`src/rtl/rv32i_types.sv`:
```
// Shared RV32I pipeline types: instruction-fetch FSM states and the default reset PC.
package rv32i_types;

  typedef enum logic [1:0] {
    FETCH = 2'd0,
    HOLD  = 2'd1,
    DROP  = 2'd2
  } if_state_t;

  localparam logic [31:0] IF_RESET_PC = 32'h0000_0060;

endpackage

```
`src/rtl/if_stage_pc_reg.sv`:
```
// Program counter register with its next-PC mux: redirect target, sequential pc+4, or hold.
module pc_reg #(
  parameter logic [31:0] RESET_PC = 32'h0000_0060
) (
  input  logic        clk,
  input  logic        rst,
  input  logic        redirect_valid,
  input  logic [31:0] redirect_pc,
  input  logic        advance,
  output logic [31:0] pc
);

  logic [31:0] pc_next;

  // Redirect wins over sequential advance; targets are forced word-aligned.
  always_comb begin
    pc_next = pc;
    if (redirect_valid)
      pc_next = {redirect_pc[31:2], 2'b00};
    else if (advance)
      pc_next = pc + 32'd4;
  end

  always_ff @(posedge clk) begin
    if (!rst)
      pc <= RESET_PC;
    else
      pc <= pc_next;
  end

endmodule

```
`src/rtl/if_stage.sv`:
```
// RV32I instruction fetch stage: FETCH/HOLD/DROP handshake with imem and IF/ID register.
// Optional performance counters enabled by defining IF_PERF_CNT_EN.
module if_stage
  import rv32i_types::*;
#(
  parameter logic [31:0] RESET_PC = IF_RESET_PC
) (
  input  logic        clk,
  input  logic        rst,
  input  logic        redirect_valid,
  input  logic [31:0] redirect_pc,
  input  logic        stall,
  output logic        imem_read,
  output logic [31:0] imem_address,
  input  logic        imem_resp,
  input  logic [31:0] imem_rdata,
  output logic [31:0] IF_inst_out,
  output logic [31:0] IF_pc_out,
  output logic        IF_valid_out,
  output logic [31:0] perf_fetch_count,
  output logic [31:0] perf_flush_count
);

  if_state_t   state;
  logic [31:0] pc;
  logic [31:0] drop_addr;
  logic [31:0] hold_inst;
  logic [31:0] hold_pc;
  logic        advance;

  assign advance      = (state == FETCH) && imem_resp && !redirect_valid;
  assign imem_read    = (state != HOLD);
  // In DROP the pc already holds the redirect target; keep presenting the in-flight address.
  assign imem_address = (state == DROP) ? drop_addr : pc;

  pc_reg #(.RESET_PC(RESET_PC)) u_pc_reg (
    .clk            (clk),
    .rst            (rst),
    .redirect_valid (redirect_valid),
    .redirect_pc    (redirect_pc),
    .advance        (advance),
    .pc             (pc)
  );

  always_ff @(posedge clk) begin
    if (state == FETCH && redirect_valid && !imem_resp)
      drop_addr <= pc;
  end

  always_ff @(posedge clk) begin
    if (!rst) begin
      state        <= FETCH;
      IF_inst_out  <= '0;
      IF_pc_out    <= '0;
      IF_valid_out <= 1'b0;
      hold_inst    <= '0;
      hold_pc      <= '0;
    end else if (redirect_valid) begin
      IF_valid_out <= 1'b0;
      hold_inst    <= '0;
      hold_pc      <= '0;
      case (state)
        FETCH:   state <= imem_resp ? FETCH : DROP;
        HOLD:    state <= FETCH;
        DROP:    state <= imem_resp ? FETCH : DROP;
        default: state <= FETCH;
      endcase
    end else begin
      case (state)
        FETCH: begin
          if (imem_resp) begin
            if (stall) begin
              hold_inst <= imem_rdata;
              hold_pc   <= pc;
              state     <= HOLD;
            end else begin
              IF_inst_out  <= imem_rdata;
              IF_pc_out    <= pc;
              IF_valid_out <= 1'b1;
            end
          end else if (!stall) begin
            IF_valid_out <= 1'b0;
          end
        end
        HOLD: begin
          if (!stall) begin
            IF_inst_out  <= hold_inst;
            IF_pc_out    <= hold_pc;
            IF_valid_out <= 1'b1;
            state        <= FETCH;
          end
        end
        DROP: begin
          if (imem_resp)
            state <= FETCH;
        end
        default: state <= FETCH;
      endcase
    end
  end

`ifdef IF_PERF_CNT_EN
  logic deliver;
  logic [31:0] fetch_cnt;
  logic [31:0] flush_cnt;

  assign deliver = !redirect_valid && !stall &&
                   ((state == FETCH && imem_resp) || state == HOLD);

  always_ff @(posedge clk) begin
    if (!rst) begin
      fetch_cnt <= '0;
      flush_cnt <= '0;
    end else begin
      if (deliver)
        fetch_cnt <= fetch_cnt + 32'd1;
      if (redirect_valid)
        flush_cnt <= flush_cnt + 32'd1;
    end
  end

  assign perf_fetch_count = fetch_cnt;
  assign perf_flush_count = flush_cnt;
`else
  assign perf_fetch_count = '0;
  assign perf_flush_count = '0;
`endif

endmodule

```
`config.mk`:
```
export PLATFORM = sky130hd
export DESIGN_NAME = if_stage
export DESIGN_NICKNAME = d
export VERILOG_FILES = /design/src/rtl/rv32i_types.sv /design/src/rtl/if_stage_pc_reg.sv /design/src/rtl/if_stage.sv
export SDC_FILE = /design/constraint.sdc
export NUM_CORES = 1
export LEC_CHECK = 0
export CORE_MARGIN = 10
export CORE_UTILIZATION = 49
export DETAILED_ROUTE_END_ITERATION = 10
export MAX_ROUTING_LAYER = met4
export PLACE_DENSITY = 0.88
export SETUP_SLACK_MARGIN = 0.15
export SKIP_CTS_REPAIR_TIMING = 1
export SLEW_MARGIN = 40
export SYNTH_ARGS = -nofsm -noshare
export SYNTH_HDL_FRONTEND = slang
export SYNTH_SLANG_ARGS = --single-unit
```
`constraint.sdc`:
```
create_clock -name clk -period 6.45 [get_ports clk]
set_input_delay 0.645 -clock clk [delete_from_list [all_inputs] [get_ports clk]]
set_output_delay 0.645 -clock clk [all_outputs]
set_load 0.01 [all_outputs]
```
**After elaboration in Yosys (flattened, before gate mapping)**

Cells that the tools add are included.

- Add/subtract/negate cells: 1
- Equality and inequality tests: 11
- Multiplexer cells: 23
- Bitwise logic cells: 2
- Reductions and logical operators: 15

Operator list:

| operator | count |
|---|---|
| two-way mux 32 bit | 9 |
| one-hot mux 32 bit (2 select lines) | 2 |
| adder 32 x 3 -> 32 bit (second input constant) | 1 |
| inequality test 3 bit (second input constant) | 5 |
| two-way mux 2 bit | 7 |
| inequality test 2 bit (second input constant) | 3 |
| one-hot mux 2 bit (3 select lines) | 1 |
| AND reduction 5 bit | 1 |
| logical AND 1 bit | 4 |
| AND reduction 4 bit | 1 |
| nonzero test 2 bit | 2 |
| OR reduction 2 bit | 2 |
| two-way mux 1 bit | 3 |
| AND reduction 3 bit | 1 |
| equality test 2 x 1 -> 1 bit (second input constant) | 1 |
| equality test 2 bit (second input constant) | 1 |
| logical NOT 1 bit | 2 |
| logical NOT 2 bit | 1 |
| inequality test 2 x 1 -> 1 bit (second input constant) | 1 |
| NOT 1 bit | 2 |
| one-hot mux 1 bit (2 select lines) | 1 |
| AND reduction 2 bit | 1 |

- Flip-flop bits (word level): 195
- Bits of input ports: 69
- Output and inout bits: 162
- Word-level logic and storage cells: 61

**Logic depth before layout (Yosys ltp)**

- Depth after elaboration: 5
- Depth in mapped cells: 7
- Mapped depth without buffers: 5

**Cells and area by module**

Synthesis repeated with hierarchy kept, for this count alone.

- Cells, all modules: 937
- Area, all modules: 8822.2 µm²

Modules (own cells, without submodules):

| module | instances | cells an instance | area an instance (µm²) | sequential area each (µm²) |
|---|---|---|---|---|
| if_stage | 1 | 723 | 7090.6 | 3583.4 |
| pc_reg | 1 | 214 | 1731.7 | 600.6 |

**Worst setup path after synthesis**

No wires, ideal clock.

- Path kind: in2reg
- Start point: input port redirect_valid
- End point: register drop_addr[10], enable pin
- Library setup time: 0.493 ns
- Arrival: 4.167 ns
- Data required time: 5.957 ns
- Setup slack: 1.790 ns
- Cell stages on the path: 4
- Path buffers: 2
- Path through: clkbuf_1 > inv_2 > clkbuf_1 > nor4_1

- Longest elaborated chain between the ends: 2

Ends and longest elaborated chain:

| what | line | source |
|---|---|---|
| start, declared | if_stage.sv:10 | `input logic redirect_valid,` |
| logical AND 1 bit (2 in series) | if_stage.sv:46 | `if (state == FETCH && redirect_valid && !imem_resp)` |
| end signal, assigned | if_stage.sv:47 | `drop_addr <= pc;` |
| end, declared | if_stage.sv:26 | `logic [31:0] drop_addr;` |

No other way between the ends.
A chain may end at the register's enable or synchronous reset.

**Worst setup path after layout**

- Start point: register state[1]
- End point: output port imem_address[31]

- Longest elaborated chain between the ends: 2

Ends and longest elaborated chain:

| what | line | source |
|---|---|---|
| start, declared | if_stage.sv:24 | `if_state_t state;` |
| start signal, assigned | if_stage.sv:63 | `FETCH: state <= imem_resp ? FETCH : DROP;` |
| start signal, assigned | if_stage.sv:65 | `DROP: state <= imem_resp ? FETCH : DROP;` |
| equality test 2 bit | if_stage.sv:34 | `assign imem_address = (state == DROP) ? drop_addr : pc;` |
| two-way mux 32 bit | if_stage.sv:34 |  |
| end, declared | if_stage.sv:14 | `output logic [31:0] imem_address,` |

No other way between the ends.

==> impl_metrics.csv <==
group,metric,value,unit
global_routing,grt_use_met1,0.2289,
global_routing,grtUsageMet2,0.3183,
routing,ant_nets,0,
critical_path,rr_worst_depth,4,
sta,fmax,298.2,MHz
critical_path,critPathCaptureType,"output port",
layout,area_growth,23.94,%
hold_path,worstHoldPathType,"reg2reg",
sta,period_needed,3.354,ns
sta,drv_slew,0,
layout,final_core_util,0.6213,
clock_network,cts-root-buf,"clkbuf_16",
floorplanning,die_area,0.02342,mm^2
logic_synthesis,synth_top_family_by_area,"compound AO/OA/AOI/OAI gates",
floorplanning,initial_core_util,0.5013,
global_routing,grt_overflow,0,
clock_network,path_clk_slew,0.07,ns
placement,dp.cells,1250,
logic_synthesis,synthAdderAreaFrac,0.001443,
global_routing,grt.met3_usage,0.07660,
logic_synthesis,ys.flop_type,"dfxtp_1",
clock_network,cts_tree,"yes",
floorplanning,rows,48,
hold_path,min_delay_path_depth,2,
layout,reg.largest.list,"IF_inst_out x32, hold_inst x32",
power_and_ir_drop,vdd_drop_max,0.0001820,V
sta,finalCritPeriodShare,0.5200,
routing,drc,0,
logic_synthesis,synth_edf_count,30,
sta,clock_skew,0.01472,ns
floorplanning,die_y,153.0,um
logic_synthesis,synth-seq-cells,187,
hold_path,hold_path_end,"hold_pc[20]",
critical_path,cp_slowest_stage_delay,0.61,ns
logic_synthesis,synth_compound_area_frac,0.1636,
logic_synthesis,synthCells,930,
logic_synthesis,synthMuxAreaShare,0.1053,
logic_synthesis,yosysUniqueCellTypes,54,
outcome,status,"finished, final reports clean",
logic_synthesis,yosys-top-cells-area,"dfxtp_1 36%, edfxtp_1 10%, nand2_1 9.0%",
logic_synthesis,async_flop_share,0,
logic_synthesis,ys_seq_area_frac,0.4664,
global_routing,grt_pass1_vias,7018,
floorplanning,io_pins,231,
job,drv_cap,0,
sta,hold_viol,0,
layout,layout_commonest_cell,"nand2_1",
global_routing,grt_pass1_wl,37.49,mm
layout,layout.cells.non_filler,1284,
clock_network,clkLatencyLatePin,0.44,ns
global_routing,grt_use_total,0.1980,
routing,wirelength,23.14,mm
routing,dr.pass1.iters,4,
critical_path,critPathSlowestCell,"nor2b_4",
sta,tns,0,ns
critical_path,reg2reg_from,"state[0]",
critical_path,path_class,"reg2out",
sta,finalSetupViolCount,0,
critical_path,crit_required,5.80,ns
logic_synthesis,synth_top_area_cell,"dfxtp_1",
placement,dp_hpwl,15.55,mm
floorplanning,core,0.01730,mm^2
critical_path,reg2reg_slack,4.03,ns
clock_network,htree_levels,4,
sta,tightest_slew,0.7666,ns
logic_synthesis,yosysWarnings,0,
power_and_ir_drop,power.total,2678,uW
critical_path,crit_chain,"nor2b_4, buf_16, mux2_2, clkdlybuf4s50_1",
logic_synthesis,yosys.area_share.simple,0.1579,
power_and_ir_drop,powerDensity,249.2,mW/mm^2
hold_path,hp-start,"hold_pc[20]",
clock_network,clk_path_buf_depth,2,
layout,final_net_count,1115,
routing,vias_per_cell,5.460,
global_routing,busiest_layer,"met2",
logic_synthesis,synth_top_area_share,0.3625,
floorplanning,fp.dieW,153.0,um
critical_path,worstPathArrival,2.71,ns
logic_synthesis,synth_xor_area_frac,0.009091,
power_and_ir_drop,leakagePower,0.004905,uW
sta,rsz0062_at_grt,"false",
critical_path,timing.rr.end,"u_pc_reg.pc[31]",
routing,drt_iter0_drc,381,
clock_network,cts_num_sinks,187,
routing,wl_per_cell,18.02,um
layout,final_cell_mix,"206 x nand2_1, 159 x clkdlybuf4s50_1, 157 x dfxtp_1",
layout,drive_gt1_frac,0.08034,
routing,via_count,7011,
sta,relSlewSlack,0.4889,
placement,gp_congestion,0.7999,
logic_synthesis,synth_area_per_cell,9.323,um^2
clock_network,numCtsBuffers,17,
global_routing,grt_start_max_net_pins,94,
logic_synthesis,mappedNetlistArea,0.008671,mm^2
critical_path,cp-start-kind,"flip-flop",
placement,port_buffers,160,
critical_path,cp_max_fo,19,
global_routing,antenna_found_initial,1,
-- synthesized netlist by cell type, types with 9 or more instances --
master and number:
nand3_1 10, mux2i_1 62, mux2_2 26, buf_4 68, o211a_1 69, nand2_1 208
nand4_1 10, edfxtp_1 30, nor2_1 13, buf_1 10, a31oi_1 11, dfxtp_1 157
o31ai_1 9, o21ai_0 24, clkbuf_1 59, or4_1 12, a21oi_1 66
-- final cells by class --
cell class                      count  area [um^2]
Timing Repair Buffer              172         1725
Tap cell                          225        281.5
Multi-Input combinational cell    662         4086
Fill cell                        1438         6550
Antenna cell                        1        2.502
Inverter                            5        18.77
Clock buffer                       19        464.2
Sequential cell                   187         4044
Clock inverter                     13        123.9
-- critical path, delay by kind of cell, from the launching register on --
kind / cells / cell delay, ns
muxes: 1 / 0.34
and+or+nand+nor: 1 / 0.61
DFF: 1 / 0.56
buffers and inverters: 2 / 0.76
-- kinds of logic after synthesis --
group | Yosys count
AND/OR/NAND/NOR | 301
buffers and inverters | 148
XOR/XNOR | 9
multiplexers | 88
AO/OA/AOI/OAI | 195
adder cells (fa/ha/maj) | 1
flip-flops | 187
other | 1
-- metrics by stage --
| step | worst slack (ns) | area [um^2] | hold WS [ns] |
|---|---|---|---|
| after global routing | 2.955 | 10750 | 0.4719 |
| after global placement | 3.204 | 10100 | 0.4408 |
| after detailed placement | 3.128 | 10130 | 0.4460 |
| after CTS | 3.070 | 10720 | 0.4561 |
| after floorplan | 1.790 | 8922 | 0.4064 |
| final | 3.096 | 10750 | 0.4538 |
-- power by group --
part	total (uW)	internal (uW)	leakage (uW)	switching (uW)
registers	1280	1240	0.00157	47.7
logic	350	174	0.00304	177
clock network	1040	575	0.000294	469
-- per-layer routing --
metal | up-vias | wire length, um
li1 | 3382 | -
met1 | 3395 | 9738
met2 | 220 | 11180
met3 | 14 | 2049
met4 | 0 | 178
met5 | - | 0
-- worst max-delay path by stage --
| stage | from | end | slack (ns) | cells past startpoint |
|---|---|---|---|---|
| 2_1_floorplan | redirect_valid | drop_addr[10] | 1.79 | 4 |
| 3_3_place_gp | redirect_valid | state[0] | 3.20 | 6 |
| 3_5_place_dp | redirect_valid | state[0] | 3.13 | 6 |
| 4_1_cts | state[1] | imem_address[31] | 3.07 | 4 |
| 5_1_grt | state[1] | imem_address[31] | 2.96 | 4 |
| 6_report | state[1] | imem_address[31] | 3.10 | 4 |
Note: power is estimated with default switching activity, not from simulation.
